File: src/rtl/result_accum_pkg.sv
// Shared types and helpers for the windowed result accumulator.
package result_accum_pkg;

    localparam int SAMPLE_W = 9;

    typedef enum logic [0:0] {
        ST_ACCUM = 1'b0,
        ST_HOLD  = 1'b1
    } state_e;

    // Width needed to hold a sample count from 0 up to and including win.
    function automatic int cnt_width(input int win);
        return $clog2(win + 1);
    endfunction

endpackage

File: src/rtl/sat_add.sv
// ACC_W-wide signed adder; clamps to the signed range when RESULT_ACCUM_SAT_EN is defined,
// otherwise wraps and reports no overflow.
module sat_add #(
    parameter int ACC_W = 12
) (
    input  logic [ACC_W-1:0] a,
    input  logic [ACC_W-1:0] b,
    output logic [ACC_W-1:0] sum,
    output logic             ovf
);

    logic [ACC_W-1:0] raw_s;

    assign raw_s = a + b;

`ifdef RESULT_ACCUM_SAT_EN
    // Overflow only when both operands share a sign the result does not.
    always_comb begin
        ovf = (a[ACC_W-1] == b[ACC_W-1]) && (raw_s[ACC_W-1] != a[ACC_W-1]);
        if (ovf) begin
            if (a[ACC_W-1]) begin
                sum = {1'b1, {(ACC_W-1){1'b0}}};
            end else begin
                sum = {1'b0, {(ACC_W-1){1'b1}}};
            end
        end else begin
            sum = raw_s;
        end
    end
`else
    assign sum = raw_s;
    assign ovf = 1'b0;
`endif

endmodule

File: src/rtl/result_accum.sv
// Windowed signed accumulator: sums WIN samples (or a flushed partial window) and
// presents the result on a registered valid/ready port. Saturation: RESULT_ACCUM_SAT_EN.
module result_accum
    import result_accum_pkg::*;
#(
    parameter int  WIN   = 4,
    parameter int  ACC_W = 12,
    localparam int CNT_W = cnt_width(WIN)
) (
    input  logic                 clk,
    input  logic                 rst,
    input  logic [SAMPLE_W-1:0]  in_data,
    input  logic                 in_valid,
    output logic                 in_ready,
    input  logic                 flush,
    output logic [ACC_W-1:0]     out_data,
    output logic [CNT_W-1:0]     out_cnt,
    output logic                 out_sat,
    output logic                 out_valid,
    input  logic                 out_ready
);

    state_e           state_r;
    state_e           state_next_s;
    logic [ACC_W-1:0] acc_r;
    logic [CNT_W-1:0] cnt_r;
    logic             sat_r;
    logic [ACC_W-1:0] out_data_r;
    logic [CNT_W-1:0] out_cnt_r;
    logic             out_sat_r;
    logic             out_valid_r;

    logic [ACC_W-1:0] samp_ext_s;
    logic [ACC_W-1:0] sum_s;
    logic             ovf_s;
    logic             accept_s;
    logic             close_s;
    logic [CNT_W-1:0] cnt_inc_s;
    logic [ACC_W-1:0] acc_next_s;
    logic [CNT_W-1:0] cnt_next_s;
    logic             sat_next_s;

    assign samp_ext_s = ACC_W'($signed(in_data));
    assign cnt_inc_s  = cnt_r + {{(CNT_W-1){1'b0}}, 1'b1};

    sat_add #(.ACC_W(ACC_W)) u_sat_add (
        .a   (acc_r),
        .b   (samp_ext_s),
        .sum (sum_s),
        .ovf (ovf_s)
    );

    assign in_ready  = (state_r == ST_ACCUM);
    assign out_data  = out_data_r;
    assign out_cnt   = out_cnt_r;
    assign out_sat   = out_sat_r;
    assign out_valid = out_valid_r;

    // Next-state decode plus the window update that would land on this edge.
    always_comb begin
        state_next_s = state_r;
        accept_s     = 1'b0;
        close_s      = 1'b0;
        acc_next_s   = acc_r;
        cnt_next_s   = cnt_r;
        sat_next_s   = sat_r;
        case (state_r)
            ST_ACCUM: begin
                accept_s = in_valid;
                if (accept_s) begin
                    acc_next_s = sum_s;
                    cnt_next_s = cnt_inc_s;
                    sat_next_s = sat_r | ovf_s;
                end else begin
                    acc_next_s = acc_r;
                end
                close_s = (accept_s && (cnt_inc_s == CNT_W'(WIN)))
                       || (flush && ((cnt_r != {CNT_W{1'b0}}) || accept_s));
                if (close_s) begin
                    state_next_s = ST_HOLD;
                end else begin
                    state_next_s = ST_ACCUM;
                end
            end
            ST_HOLD: begin
                if (out_ready) begin
                    state_next_s = ST_ACCUM;
                end else begin
                    state_next_s = ST_HOLD;
                end
            end
            default: begin
                state_next_s = ST_ACCUM;
            end
        endcase
    end

    // State, window accumulator and output word registers.
    always_ff @(posedge clk) begin
        if (rst) begin
            state_r     <= ST_ACCUM;
            acc_r       <= {ACC_W{1'b0}};
            cnt_r       <= {CNT_W{1'b0}};
            sat_r       <= 1'b0;
            out_data_r  <= {ACC_W{1'b0}};
            out_cnt_r   <= {CNT_W{1'b0}};
            out_sat_r   <= 1'b0;
            out_valid_r <= 1'b0;
        end else begin
            state_r <= state_next_s;
            if (state_r == ST_ACCUM) begin
                acc_r <= acc_next_s;
                cnt_r <= cnt_next_s;
                sat_r <= sat_next_s;
                if (close_s) begin
                    out_data_r  <= acc_next_s;
                    out_cnt_r   <= cnt_next_s;
                    out_sat_r   <= sat_next_s;
                    out_valid_r <= 1'b1;
                end
            end else if (out_ready) begin
                // Handshake completes: free the window for the next sample.
                out_valid_r <= 1'b0;
                acc_r       <= {ACC_W{1'b0}};
                cnt_r       <= {CNT_W{1'b0}};
                sat_r       <= 1'b0;
            end
        end
    end

endmodule

File: config.mk
export PLATFORM = sky130hd
export DESIGN_NAME = result_accum
export DESIGN_NICKNAME = d
export VERILOG_FILES = /design/src/rtl/result_accum_pkg.sv /design/src/rtl/sat_add.sv /design/src/rtl/result_accum.sv
export SDC_FILE = /design/constraint.sdc
export NUM_CORES = 1
export LEC_CHECK = 0
export CAP_MARGIN = 40
export CORE_UTILIZATION = 63
export DETAILED_ROUTE_END_ITERATION = 7
export DONT_BUFFER_PORTS = 1
export PLACE_DENSITY = 0.84
export SKIP_CTS_REPAIR_TIMING = 1
export SYNTH_ARGS = -nofsm -noshare
export SYNTH_HDL_FRONTEND = slang
export SYNTH_HIERARCHICAL = 1
export SYNTH_SLANG_ARGS = --single-unit
export TNS_END_PERCENT = 100
File: constraint.sdc
create_clock -name clk -period 4.15 [get_ports clk]
set_input_delay 1.245 -clock clk [delete_from_list [all_inputs] [get_ports clk]]
set_output_delay 1.245 -clock clk [all_outputs]
set_load 0.005 [all_outputs]
# Word level (Yosys, flattened, before mapping)
# Cells that the tools add are included.
# W data, S select, Z words.
# totals
regBits	32
in_bits	14
output_inout_bits	18
elab_cells	32
# op_classes
n_addsub	2
eq_ne	2
muxes	13
bitwise	1
n_reduce_logical	8
# ops
op	count
$mux W12	3
$add A12 B12 Y12	1
$mux W3	3
$mux W1	6
$reduce_and A2 Y1	2
$add A3 B1 Y3 const B	1
$eq A3 B3 Y1 const B	1
$reduce_bool A3 Y1	1
$logic_and A1 B1 Y1	2
$logic_or A1 B1 Y1	2
$ne A2 B2 Y1 const B	1
$pmux W1 S2	1
$reduce_bool A2 Y1	1
$not A1 Y1	1

# Logic depth before layout (Yosys ltp)
# Gate-level depths: netlist (run 1).
# logic_depth
depth_word	7
ltp_mapped	11
depth_no_buf	11

# By module
# Netlist (run 1), hierarchy kept.
# by_module_without_submodules
mod	n_inst	cells_each	area_each_um2
result_accum	1	167	1555.2
sat_add	1	61	514.2

# Worst setup path after synthesis (run 1)
# OpenSTA, ideal clock, no wires.
# synth_path
kind	input to register
start	input port in_data[0]
end	register acc_r[8]
t_arrival_ns	3.275
required_ns	4.019
path_slack_ns	0.743
stages	11
path_cell_list	ha_1 > fa_1 > a211oi_1 > nor2_1 > o21a_1 > o41a_1 > xor2_1 > mux2i_1 > nor2_1 > a31oi_1 > nor2_1
# synth_via
elab_chain_cells	3
# synth_rtl
element	line	source
start: declaration	result_accum.sv:12	input logic [SAMPLE_W-1:0] in_data,
$add A12 B12 Y12	sat_add.sv:14	assign raw_s = a + b;
via sum_s[8]	result_accum.sv:34	logic [ACC_W-1:0] sum_s;
$mux W12	result_accum.sv:70	if (accept_s) begin
$mux W12	result_accum.sv:111	if (state_r == ST_ACCUM) begin
end signal: assignment	result_accum.sv:102	acc_r <= {ACC_W{1'b0}};
end signal: assignment	result_accum.sv:112	acc_r <= acc_next_s;
end signal: assignment	result_accum.sv:124	acc_r <= {ACC_W{1'b0}};
end: declaration	result_accum.sv:25	logic [ACC_W-1:0] acc_r;
# The timed path passes the listed nets, and every way through them passes these cells.
# A chain may end at the register's enable or synchronous reset.

# Final worst setup path (run 1)
# Ends and elaborated chain as after synthesis.

==> flow_summary.json, run 1 <==
{
  "start_util_pct": 67.2,
  "dr.pass1.iters": 4,
  "drive_above_1_share_pct": 11.0,
  "rsz0062_at_grt": "false",
  "post-place-ws_ns": 0.586,
  "p_sw_share_pct": 33.9,
  "irDropWorstVdd_v": 0.000265,
  "power.net_switching_mw": 0.290,
  "grt_first_pass_wirelength_um": 6710,
  "antenna_cells": 0,
  "synth_edf_count": 0,
  "syn-num-nets": 257,
  "finalNetCount": 247,
  "worst_pin_slew_ns": 0.770,
  "yosysMostFrequentCell": "nor2_1",
  "hold_viol_final": 0,
  "async_flop_share_pct": 0,
  "synth_cells": 228,
  "met3_length_um": 298,
  "dp_hpwl_um": 2760,
  "arrival_ns": 3.47,
  "dr.max_layer_used": "met4",
  "hp-class": "flip-flop to flip-flop",
  "syn_area_um2": 2070,
  "clockRootBuffer": "clkbuf_4",
  "clkSinkCount": 34,
  "pwr-share-comb_pct": 32.0,
  "ys_warn_count": 6,
  "grt_max_degree": 35,
  "synth_top_area_share_pct": 32.9,
  "critPathCaptureType": "flip-flop",
  "syn_area_per_cell_um2": 9.08,
  "synth_cell_type_count": 40,
  "die_area_um2": 3520,
  "die_h_um": 59.3,
  "synth_commonest_cells": "nor2_1, dfxtp_1, a31oi_1, ha_1, mux2i_1",
  "fin_ws_ns": 0.921,
  "required_ns": 4.39,
  "power_frac_clock_pct": 22.2,
  "synth_top_area_cell": "dfxtp_1",
  "io_buffers": 0,
  "grtUsageTotal_pct": 25.8,
  "post_drt_wl_per_cell_um": 15.8,
  "routed-wl-met2_um": 1990,
  "ys_ff_latch": 34,
  "antenna_left": 0,
  "die_x_um": 59.3,
  "path_clk_slew_ns": 0.10,
  "synth_seq_area_share_pct": 32.9,
  "fin_tns_setup_ns": 0,
  "grt_pass1_vias": 1447,
  "drt-total-wl_um": 4150,
  "cts_max_level": 2,
  "maxCapViolCount": 0,
  "power.density_nw_per_um2": 409,
  "nFillCells": 252,
  "synth_flop_cell": "dfxtp_1",
  "gp_congestion": 0.740,
  "fmax_mhz": 310,
  "p_leak_nw": 0.828,
  "via_count": 1609,
  "fin_crit_sh_pct": 77.8,
  "slew_violations": 0,
  "coreArea_um2": 3080,
  "vias_per_cell": 6.12,
  "p_int_mw": 0.564,
  "cts_max_path_buffers": 2,
  "detail_route.iter0.violations": 87,
  "fin_crit_ns": 3.23,
  "critPathLaunch": "in_data[0]",
  "rows": 20,
  "setup_violations": 0,
  "synthTopCellsByArea": "dfxtp_1, a31oi_1, ha_1",
  "finClkSkew_ns": 0.00820,
  "wl_met1_um": 1800,
  "grt_antenna_before_repair": 0,
  "overflow": 0,
  "io_pins": 32,
  "syn_to_final_growth_pct": 0.846,
  "clock_latency_ns": 0.34,
  "cp_max_fo": 3,
  "numCtsBuffers": 5,
  "cts_tree": "yes",
  "relSlewSlack_pct": 48.7,
  "crit_type": "primary input to flip-flop",
  "drc": 0,
  "reg2reg_from": "acc_r[0]$_SDFFE_PP0P_",
  "cp-start-kind": "primary input",
  "outcome": "finished clean",
  "pwr-share-seq_pct": 45.8,
  "worstHoldStart": "out_valid$_SDFFE_PP0P_"
}
## metal layers
metal / GRT usage [%] / vias to the layer above
met5: 0 / -
li1: - / 816
met3: 10.0 / 8
met1: 31.3 / 736
met2: 41.4 / 49
met4: 9.18 / 0
## final cells by class
| class | count | area, um^2 | area share (%) |
|---|---|---|---|
| clock buffers | 7 | 55.1 | 2.64 |
| repair buffers | 1 | 7.51 | 0.360 |
| well taps | 44 | 55.1 | 2.64 |
| inverters | 5 | 18.8 | 0.899 |
| flip-flops and latches | 34 | 681 | 32.6 |
| multi-input cells | 171 | 1260 | 60.6 |
| clock inverters | 1 | 5.00 | 0.240 |
## flip-flops by register name, indices dropped and copies added, names as in the netlist
register   flops
out_sat        1
out_valid      1
cnt_r          3
out_data      12
state_r        1
sat_r          1
acc_r         12
out_cnt        3
## per-stage QoR
stage	instance area [um^2]	power [mW]	utilization [%]	hold WS, ns	std cells
finish	2090	0.854	67.8	0.507	263
global placement	2030	0.662	65.9	0.480	255
global route	2090	0.914	67.8	0.545	263
detailed placement	2030	0.669	65.9	0.498	255
floorplan	2070	0.637	-	0.470	228
CTS	2090	0.860	67.8	0.514	263
## critical path, stage by stage
cell	delay, ns
ha_1	0.18
fa_1	0.44
a211oi_1	0.37
nor2_1	0.11
o21a_1	0.19
o41a_1	0.32
xor2_1	0.15
mux2i_1	0.21
nor2_1	0.06
a31oi_1	0.14
nor2_1	0.05
## cells by family (layout without fill, tap and decap cells)
logic type	Yosys count	after routing	share of synthesized area, %
muxes	13	13	6.29
AOI/OAI and AO/OA	76	76	28.2
adders and majority gates	15	15	9.43
other	1	1	0.181
and+or+nand+nor	54	54	11.9
xor gates and xnor gates	12	12	5.08
DFF	34	34	32.9
buffers and inverters	23	14	5.99
## final timing paths
path / to / slack [ns] / cells after the start
worst min register to register: out_valid$_SDFFE_PP0P_ / 0.51 / 2
worst max register to register: acc_r[8]$_SDFFE_PP0P_ / 1.45 / 11
worst max-delay path: acc_r[8]$_SDFFE_PP0P_ / 0.92 / 11
worst min-delay path: out_valid$_SDFFE_PP0P_ / 0.51 / 2
## power groups by stage
| stage | registers [mW] | clock network [mW] | logic, mW |
|---|---|---|---|
| final | 0.392 | 0.190 | 0.273 |
| after global routing | 0.396 | 0.211 | 0.306 |
| after CTS | 0.392 | 0.196 | 0.272 |
| after detailed placement | 0.399 | 0 | 0.270 |
| after global placement | 0.398 | 0 | 0.264 |
| after floorplan | 0.391 | 0 | 0.246 |
## cells in the final DEF, fill, tap and decap left out, types with 5 or more instances in the layout
cell type  instances
nor2_1            35
dfxtp_1           34
a31oi_1           29
ha_1              14
mux2i_1           13
a21oi_1           11
a211oi_2          10
xnor2_1            8
a211oi_1           8
inv_1              5
clkbuf_4           5
Power figures use the tool's default switching activity.
==> run 2: changes to the inputs <==
==> constraint.sdc (replaced) <==
create_clock -name clk -period 3.18 [get_ports clk]
set_input_delay 0.954 -clock clk [delete_from_list [all_inputs] [get_ports clk]]
set_output_delay 0.954 -clock clk [all_outputs]
set_load 0.005 [all_outputs]
==> run 2 against run 1 <==
Non-clock buffer count increased by 6. Critical path depth is the same. Global-route usage down 0.18 points. Core utilization is 1.5 points higher. Design area increased by 2.2%. Die area is the same. Clock skew is 0.0041 ns lower. Clock power grew 29%. Count of clock-buffer cells in the layout stayed put. Worst setup slack worse by 0.68 ns. Register-to-register slack worse by 0.97 ns. Cell count up 2.3%. Critical endpoint unchanged. Largest cell class unchanged.
==> flow_summary.json, run 2 (synthesized netlist as in run 1, its figures left out) <==
{
  "final_common_cell": "nor2_1",
  "gp_congestion": 0.759,
  "irDropWorstVdd_v": 0.000438,
  "drive_above_1_share_pct": 13.3,
  "rrSetupSlack_ns": 0.48,
  "cts_max_level": 2,
  "cpMostUsedCell": "nor2_1",
  "antenna_left": 0,
  "cp-start-kind": "primary input",
  "finalNetCount": 253,
  "critPathCaptureType": "flip-flop",
  "clock_latency_ns": 0.33,
  "finalPower_mw": 1.13,
  "rows": 20,
  "die_h_um": 59.3,
  "rsz0062_at_grt": "false",
  "hp-class": "flip-flop to flip-flop",
  "power.net_switching_mw": 0.384,
  "fin_crit_ns": 2.94,
  "fin_crit_sh_pct": 92.3,
  "slew_violations": 0,
  "cts_max_path_buffers": 2,
  "required_ns": 3.41,
  "io_pins": 32,
  "fin_tns_setup_ns": 0,
  "outcome": "finished clean",
  "grt_first_pass_wirelength_um": 6760,
  "arrival_ns": 3.17,
  "drc": 0,
  "instances_no_fill": 269,
  "fmax_mhz": 341,
  "detail_route.iter0.violations": 171,
  "coreArea_um2": 3080,
  "maxCapViolCount": 0,
  "clkSinkCount": 34,
  "p_sw_share_pct": 33.9,
  "crit_chain": "ha_1, fa_1, a211oi_1, nor2_1, o21a_1, o41a_1, xor2_1, mux2i_1, nor2_1, a31oi_1, nor2_1",
  "via_count": 1683,
  "p_leak_nw": 0.856,
  "crit_type": "primary input to flip-flop",
  "worst_pin_slew_ns": 0.500,
  "syn_to_final_growth_pct": 3.02,
  "power.density_nw_per_um2": 531,
  "path_clk_slew_ns": 0.10,
  "hold_viol_final": 0,
  "pwr-share-seq_pct": 45.2,
  "io_buffers": 0,
  "pwr-share-comb_pct": 33.0,
  "die_x_um": 59.3,
  "finClkSkew_ns": 0.00406,
  "cp_slowest_stage_delay_ns": 0.43,
  "grt_max_degree": 35,
  "die_area_um2": 3520,
  "dr.pass1.iters": 4,
  "grt_antenna_before_repair": 0,
  "start_util_pct": 67.2,
  "clockRootBuffer": "clkbuf_4",
  "cts_tree": "yes",
  "grt_pass1_vias": 1471,
  "placed_cells": 261,
  "dp_hpwl_um": 2930,
  "post_drt_wl_per_cell_um": 15.8,
  "numCtsBuffers": 5,
  "relSlewSlack_pct": 66.6,
  "grtUsageTotal_pct": 25.6,
  "slowest_stage": "fa_1",
  "drt-total-wl_um": 4240,
  "vias_per_cell": 6.26,
  "setup_violations": 0,
  "p_int_mw": 0.748,
  "overflow": 0,
  "final_cell_mix": "nor2_1, dfxtp_1, a31oi_1",
  "cp_max_fo": 3,
  "antenna_cells": 0,
  "power_frac_clock_pct": 21.8
}
==> run 2: power groups by stage <==
stage / clock network [mW] / logic (mW) / registers, mW
2_1_floorplan: 0 / 0.321 / 0.510
3_3_place_gp: 0 / 0.357 / 0.519
3_5_place_dp: 0 / 0.370 / 0.521
4_1_cts: 0.250 / 0.372 / 0.511
5_1_grt: 0.271 / 0.417 / 0.518
6_report: 0.246 / 0.374 / 0.511
==> run 2: cell type report <==
class	instances	area [um^2]
tap	44	55.1
fill	236	946
clock buffer	7	55.1
inverter	5	18.8
sequential	34	681
clock inverter	1	5.00
timing repair buffer	7	52.6
multi-input combinational	171	1260
==> run 2: per-stage QoR <==
step	setup slack (ns)	cell area (um^2)	hold WS, ns	util, %
after CTS	0.290	2130	0.505	69.3
after global routing	0.0848	2130	0.513	69.3
after floorplan	0.0644	2070	0.470	-
after global placement	-0.00898	2070	0.482	67.3
after detailed placement	-0.0448	2070	0.493	67.3
final	0.244	2130	0.499	69.3
==> run 2: layer usage <==
metal  vias up  GRT usage, %  wire length (um)
met5         -             0                 0
met1       799          31.4              1930
met3         2          8.52               252
met4         0          4.08                11
li1        830             -                 -
met2        52          44.1              2050
==> run 2: worst max-delay path, delay by kind of cell <==
| kind | cells | cell delay (ns) |
|---|---|---|
| compound gates | 4 | 1.03 |
| xor+xnor | 1 | 0.14 |
| fa+ha+maj | 2 | 0.62 |
| mux | 1 | 0.20 |
| simple gates | 3 | 0.23 |
==> run 2: path summary, 6_finish.rpt <==
kind	startpoint	endpoint	depth (start not counted)
setup / recovery	in_data[0]	acc_r[8]$_SDFFE_PP0P_	11
hold / removal	out_valid$_SDFFE_PP0P_	out_valid$_SDFFE_PP0P_	2
setup reg to reg	acc_r[0]$_SDFFE_PP0P_	acc_r[8]$_SDFFE_PP0P_	11
hold reg to reg	out_valid$_SDFFE_PP0P_	out_valid$_SDFFE_PP0P_	2
==> run 3: changes to the inputs <==
--- a/config.mk
+++ b/config.mk
@@ -6,10 +6,10 @@
 export NUM_CORES = 1
 export LEC_CHECK = 0
 export CAP_MARGIN = 40
-export CORE_UTILIZATION = 63
+export CORE_UTILIZATION = 68
 export DETAILED_ROUTE_END_ITERATION = 7
 export DONT_BUFFER_PORTS = 1
-export PLACE_DENSITY = 0.84
+export PLACE_DENSITY = 0.89
 export SKIP_CTS_REPAIR_TIMING = 1
 export SYNTH_ARGS = -nofsm -noshare
 export SYNTH_HDL_FRONTEND = slang
==> constraint.sdc (replaced) <==
create_clock -name clk -period 3.4 [get_ports clk]
set_input_delay 1.02 -clock clk [delete_from_list [all_inputs] [get_ports clk]]
set_output_delay 1.02 -clock clk [all_outputs]
set_load 0.005 [all_outputs]
==> run 3 against run 2 <==
Routed wire length rose by 9.6%. Worst hold slack improved by 0.018 ns. Largest power group unchanged. The run now ends with DRC left. Combinational power fell by 6.4%. Core utilization rose by 4.5 points.
==> flow_summary.json, run 3 (synthesized netlist as in run 1, its figures left out) <==
{
  "p_leak_nw": 0.838,
  "io_buffers": 0,
  "setup_violations": 0,
  "dp_hpwl_um": 3300,
  "violations": "DRC",
  "drt-total-wl_um": 4650,
  "finalNetCount": 249,
  "hold_viol_final": 0,
  "slew_violations": 0,
  "fin_tns_setup_ns": 0,
  "hp-class": "flip-flop to flip-flop",
  "die_x_um": 57.2,
  "irDropWorstVdd_v": 0.000454,
  "rsz0062_at_grt": "false",
  "gp_congestion": 0.904,
  "instances_no_fill": 252,
  "arrival_ns": 3.38,
  "start_util_pct": 73.2,
  "clkSinkCount": 34,
  "fin_crit_ns": 3.15,
  "grtUsageTotal_pct": 31.0,
  "nFillCells": 215,
  "overflow": 0,
  "final_common_cell": "nor2_1",
  "via_count": 1717,
  "cts_max_level": 2,
  "fmax_mhz": 317,
  "maxCapViolCount": 0,
  "path_clk_slew_ns": 0.11,
  "place_area_um2": 2030,
  "drive_above_1_share_pct": 11.8,
  "cts_max_path_buffers": 2,
  "vias_per_cell": 6.81,
  "grt_pass1_vias": 1686,
  "dr.pass1.iters": 6,
  "syn_to_final_growth_pct": 0.786,
  "placed_cells": 244,
  "coreArea_um2": 2830,
  "worst_pin_slew_ns": 0.657,
  "final_cell_mix": "nor2_1, dfxtp_1, a31oi_1",
  "clock_latency_ns": 0.34,
  "io_pins": 32,
  "numCtsBuffers": 5,
  "cp-start-kind": "primary input",
  "rows": 19,
  "power.density_nw_per_um2": 512,
  "clockRootBuffer": "clkbuf_4",
  "outcome": "finished with violations",
  "critPathCaptureType": "flip-flop",
  "grt_first_pass_wirelength_um": 7730,
  "required_ns": 3.63,
  "final_core_util_pct": 73.7,
  "antenna_cells": 0,
  "cp_max_fo": 3,
  "cts_tree": "yes",
  "relSlewSlack_pct": 56.2,
  "die_area_um2": 3270,
  "die_h_um": 57.2,
  "drc": 8,
  "crit_type": "primary input to flip-flop",
  "grt_antenna_before_repair": 0,
  "antenna_left": 0,
  "finClkSkew_ns": 0.00924,
  "detail_route.iter0.violations": 76,
  "grt_max_degree": 35,
  "stdcell_area_um2": 2090,
  "fin_crit_sh_pct": 92.7,
  "post_drt_wl_per_cell_um": 18.5
}
## run 3: cell types whose count changed in the layout (fill, tap and decap cells not counted), sizes merged
| cell | change |
|---|---|
| buf | -4 |
## run 3: where the power goes
group          total (mW)  internal (mW)  switching [mW]  leakage, nW
combinational       0.350          0.150           0.200        0.523
clock               0.239          0.100           0.139       0.0353
sequential          0.479          0.441          0.0379        0.279
total                1.07          0.692           0.377        0.838
## run 3: layout make-up
cell class,instances,area (um^2),share of cell area (%)
tap,31,38.8,1.86
timing repair buffer,3,22.5,1.08
clock inverter,1,5.00,0.240
clock buffer,7,55.1,2.64
sequential,34,681,32.6
multi-input combinational,171,1260,60.6
inverter,5,18.8,0.900
## run 3: layer usage
metal  routed length [um]  global-route usage [%]
met5                    0                       0
met4                  140                    18.5
met3                  310                    7.94
met2                 2330                    51.1
met1                 1870                    36.4
## run 3: through the flow
step / setup slack (ns) / hold slack [ns] / power (mW)
2_1_floorplan: 0.218 / 0.470 / 0.777
3_3_place_gp: 0.134 / 0.482 / 0.803
3_5_place_dp: -0.0594 / 0.499 / 0.832
4_1_cts: 0.267 / 0.516 / 1.06
5_1_grt: 0.150 / 0.566 / 1.14
6_report: 0.249 / 0.517 / 1.07
## run 3: path summary, 6_finish.rpt
check                                             from                     end  slack, ns  cells after the start
worst min register to register  out_valid$_SDFFE_PP0P_  out_valid$_SDFFE_PP0P_       0.52                      2
worst max register to register   acc_r[0]$_SDFFE_PP0P_   acc_r[8]$_SDFFE_PP0P_       0.54                     11
worst max-delay path                        in_data[0]   acc_r[8]$_SDFFE_PP0P_       0.25                     11
worst min-delay path            out_valid$_SDFFE_PP0P_  out_valid$_SDFFE_PP0P_       0.52                      2
## run 3: worst max-delay path, stage by stage
cell and delay (ns):
ha_1 0.19, fa_1 0.43, a211oi_1 0.34, nor2_1 0.11, o21a_1 0.21, o41a_1 0.33, xor2_1 0.15, mux2i_1 0.24
nor2_1 0.10, a31oi_1 0.19, nor2_1 0.07
